--- config.mk ---
export PLATFORM = sky130hd
export DESIGN_NAME = uart_rx_fifo
export DESIGN_NICKNAME = d
export VERILOG_FILES = /design/src/rtl/uart_rx_fifo.sv
export SDC_FILE = /design/constraint.sdc
export NUM_CORES = 1
export LEC_CHECK = 0
export CORE_ASPECT_RATIO = 0.8
export CORE_UTILIZATION = 36
export DETAILED_ROUTE_END_ITERATION = 8
export GPL_TIMING_DRIVEN = 0
export SETUP_SLACK_MARGIN = 0.4
export SYNTH_ARGS = -nofsm -noshare
export SYNTH_HDL_FRONTEND = slang
export SYNTH_SLANG_ARGS = --single-unit
--- constraint.sdc ---
create_clock -name i_clock -period 2.2 [get_ports i_clock]
set_input_delay 0.33 -clock i_clock [delete_from_list [all_inputs] [get_ports i_clock]]
set_output_delay 0.33 -clock i_clock [all_outputs]
set_load 0.05 [all_outputs]
--- src/rtl/uart_rx_fifo.sv ---
// First-word-fall-through byte FIFO behind the UART receiver: captures every done-tick byte
// and holds it until the consumer pops it; drops and flags pushes that arrive while full.
module uart_rx_fifo #(
  parameter int DBIT = 8,
  parameter int ADDR = 4
) (
  input  logic            i_clock,
  input  logic            i_reset,
  input  logic            i_wr,
  input  logic [DBIT-1:0] i_wr_data,
  input  logic            i_rd,
  input  logic            i_clr_ovf,
  output logic [DBIT-1:0] o_rd_data,
  output logic            o_empty,
  output logic            o_full,
  output logic [ADDR:0]   o_count,
  output logic            o_overflow
);

  localparam int            DEPTH    = 1 << ADDR;
  localparam logic [ADDR:0] FULL_CNT = (ADDR+1)'(DEPTH);
  localparam logic [ADDR:0] CNT_ONE  = (ADDR+1)'(1);
  localparam logic [ADDR-1:0] PTR_ONE = ADDR'(1);

  logic [DBIT-1:0] mem_q [DEPTH];
  logic [ADDR-1:0] wr_ptr_q, wr_ptr_d;
  logic [ADDR-1:0] rd_ptr_q, rd_ptr_d;
  logic [ADDR:0]   count_q, count_d;
  logic            ovf_q, ovf_d;
  logic            empty_s, full_s, do_push_s, do_pop_s;

  // Next-state: a pop on a full FIFO frees the slot, so a simultaneous push is accepted;
  // a pop on an empty FIFO is ignored even when a push lands in the same cycle.
  always_comb begin
    empty_s   = (count_q == '0);
    full_s    = (count_q == FULL_CNT);
    do_pop_s  = i_rd && !empty_s;
    do_push_s = i_wr && (!full_s || do_pop_s);
    wr_ptr_d  = wr_ptr_q;
    rd_ptr_d  = rd_ptr_q;
    count_d   = count_q;
    ovf_d     = ovf_q;

    if (do_push_s) begin
      wr_ptr_d = wr_ptr_q + PTR_ONE;
    end else begin
      wr_ptr_d = wr_ptr_q;
    end

    if (do_pop_s) begin
      rd_ptr_d = rd_ptr_q + PTR_ONE;
    end else begin
      rd_ptr_d = rd_ptr_q;
    end

    case ({do_push_s, do_pop_s})
      2'b10:   count_d = count_q + CNT_ONE;
      2'b01:   count_d = count_q - CNT_ONE;
      default: count_d = count_q;
    endcase

    // A dropped push takes priority over a clear in the same cycle.
    if (i_wr && !do_push_s) begin
      ovf_d = 1'b1;
    end else if (i_clr_ovf) begin
      ovf_d = 1'b0;
    end else begin
      ovf_d = ovf_q;
    end
  end

  // Control state register; reset discards everything in flight.
  always_ff @(posedge i_clock) begin
    if (i_reset) begin
      wr_ptr_q <= '0;
      rd_ptr_q <= '0;
      count_q  <= '0;
      ovf_q    <= 1'b0;
    end else begin
      wr_ptr_q <= wr_ptr_d;
      rd_ptr_q <= rd_ptr_d;
      count_q  <= count_d;
      ovf_q    <= ovf_d;
    end
  end

  // Storage array; contents survive reset, only the pointers are cleared.
  always_ff @(posedge i_clock) begin
    if (!i_reset && do_push_s) begin
      mem_q[wr_ptr_q] <= i_wr_data;
    end
  end

  assign o_rd_data  = empty_s ? '0 : mem_q[rd_ptr_q];
  assign o_empty    = empty_s;
  assign o_full     = full_s;
  assign o_count    = count_q;
  assign o_overflow = ovf_q;

endmodule

==> metrics <==
status finished, violations left; failing checks negative setup slack; first-pass GRT wire length 20200 um; crit end category output pin; met2 wire length 6460 um; Crit Path Max Fanout 6; initial DRC count between 100 and 150; Post-synth top flop edfxtp_1; mapped cell area ~0.0060 mm2; PortBufs 27; GPL Wtd Cong roughly 0.8; Worst slew margin 0.612; fin cells 645; root buf cell clkbuf_16; Highest Signal Layer met4; number of synthesized flops with an enable pin between 100 and 150; vias per cell a little over 5; Pwr Total ~11 mW; cell count after placement about 580; largest net degree at the start of global routing 17; Final Critical Period between 2 and 2.5 ns; commonest cells after routing, fill and taps aside 128 x edfxtp_1, 32 x mux4_2, 24 x buf_6; Worst setup SP type register; total CTS buffers 17; Max H-tree Level 4; TritonCTS clock tree built; Final ANT Viol Nets 0; count of warnings emitted by yosys 0; layout cells sized above 1 0.465; # setup viols final 73; Max Transition Viols Final 0; number of antenna violations at the first check in global routing 0; io pins 29; total die area between 0.015 and 0.02 mm2; Synth area leaders edfxtp_1 64%, mux4_2 12%, dfxtp_1 6.0%; Tcrit/Tclk final 1.12; cts hold-fix bufs 0; Final Hold Vio Count 0; GRT overflow 0; Row Count 41; Met1 Wirelength roughly 5600 um; vias in the first global route between 3000 and 4000; Reg clk slew, reported paths approximately 0.060 ns; RSZ-0062 raised after global routing true; GRT Total Usage 0.161; setup total negative slack -2.69 ns; clock buffer depth 2; max frequency between 400 and 500 MHz; commonest non-fill, non-tap cell in the layout edfxtp_1; pre-CTS WS -0.987 ns; clock sinks 146; Netlist cell types 42; Synth Net Count 362; # DRC 0; worst endpoint required time between 1.5 and 2 ns; Core ar. 0.0160 mm2; sequential share of the synthesized area 0.702; fraction of registers with async set/reset 0; PD cells roughly 1300 mW/mm2; area leader, netlist edfxtp_1; fin nets 440; detailed placement HPWL between 7000 and 8000 um; Worst-Skew Late Latency about 0.42 ns; Mapped Cells 340; drt pass-1 iters 4; met3 WL approximately 560 um; n_diodes 0; fin worst setup slack -0.256 ns; die height between 100 and 150 um; synthesized flop and latch total about 150; Area Growth Syn to Fin 38.9%; DR vias approximately 3300; worst-margin pin slew ~0.58 ns; Avg Cell Area, Syn approximately 18 um2; DR WL/cell 19.8 um; Worst Setup Path Type register to output pin; worst vdd ir 694 uV; Initial Util 0.374; HP Class primary input to register; WP data arrival 2.13 ns; max cap viols 0; DIE WIDTH 146 um; Lkg Pwr 2.69 nW; clock skew 0.00868 ns; post-synth top area share 0.642; final wirelength between 10000 and 15000 um
==> timing repair <==
action                                  CTS  global route
setup buffers                            26             4
gates cloned                              1             1
endpoints found under the setup margin  149           153
resized for setup                       204            18
endpoints found under the hold margin     0             0
pin swaps                                36            15
==> worst max-delay path, cell delays in order, from the launching register on <==
cell and delay [ns]:
dfxtp_2 0.33, buf_8 0.14, buf_12 0.13, mux4_2 0.50, nor2b_4 0.15, a211oi_4 0.21, a211oi_4 0.07, buf_6 0.17
==> stage by stage <==
stage / hold slack [ns] / util / area (um2)
final: 0.470 / 0.520 / 8320
after detailed placement: 0.482 / 0.420 / 6720
after CTS: 0.464 / 0.512 / 8190
after floorplan: 0.429 / - / 6180
after global routing: 0.493 / 0.520 / 8320
after global placement: 0.476 / 0.420 / 6720
==> layout make-up <==
class,instances,area (um2)
Clock inverter,14,225
Multi-Input combinational cell,166,2270
Buffer,19,210
Inverter,9,36.3
Timing Repair Buffer,59,669
Sequential cell,146,4220
Tap cell,215,269
Clock buffer,17,425
Fill cell,1301,7680
==> worst paths after layout <==
kind / slack (ns) / from / cells after the start / end
min reg2reg: 0.49 / o_overflow / 2 / o_overflow
max: -0.26 / register / 7 / o_rd_data[2]
min: 0.47 / i_wr / 3 / o_overflow
max reg2reg: -0.09 / o_count[1] / 10 / o_count[3]
==> registers in the layout, indices dropped and copies added (netlist names), named ones only <==
signal,flops
mem_q,128
o_count,5
rd_ptr_q,4
wr_ptr_q,4
o_overflow,1
==> routing by layer <==
layer,vias up,global-route usage
li1,1499,-
met1,1688,0.213
met2,69,0.260
met3,13,0.0354
met4,0,0.0547
met5,-,0
==> Yosys cell counts (3+ instances only) <==
cell	count
nor2_1	34
a21oi_1	3
nand3_1	4
nor2b_1	12
inv_1	8
nor3_1	4
xnor2_1	4
mux4_2	32
nand2_1	4
edfxtp_1	128
a211oi_1	18
xor2_1	3
buf_2	7
dfxtp_1	18
mux2i_1	12
ha_1	8
clkbuf_1	9
==> power breakdown <==
part	switching, mW	leakage [nW]	internal [mW]	total [mW]
Sequential	0.0880	1.30	3.13	3.22
Clock	1.17	0.308	2.03	3.20
Combinational	2.29	1.08	2.17	4.47
Total	3.55	2.69	7.33	10.9
==> cells by family (layout without fill, tap and decap cells) <==
kind of cell             Yosys count  in the layout  synth area share
flip-flops                       146            146             0.702
AND/OR/NAND/NOR                   69             69            0.0575
multiplexers                      45             45             0.142
buffers and inverters             28            118            0.0209
AO/OA/AOI/OAI                     36             36            0.0470
adder cells (fa/ha/maj)            9              9            0.0201
XOR/XNOR                           7              7            0.0102
Power figures use the tool's default switching activity.
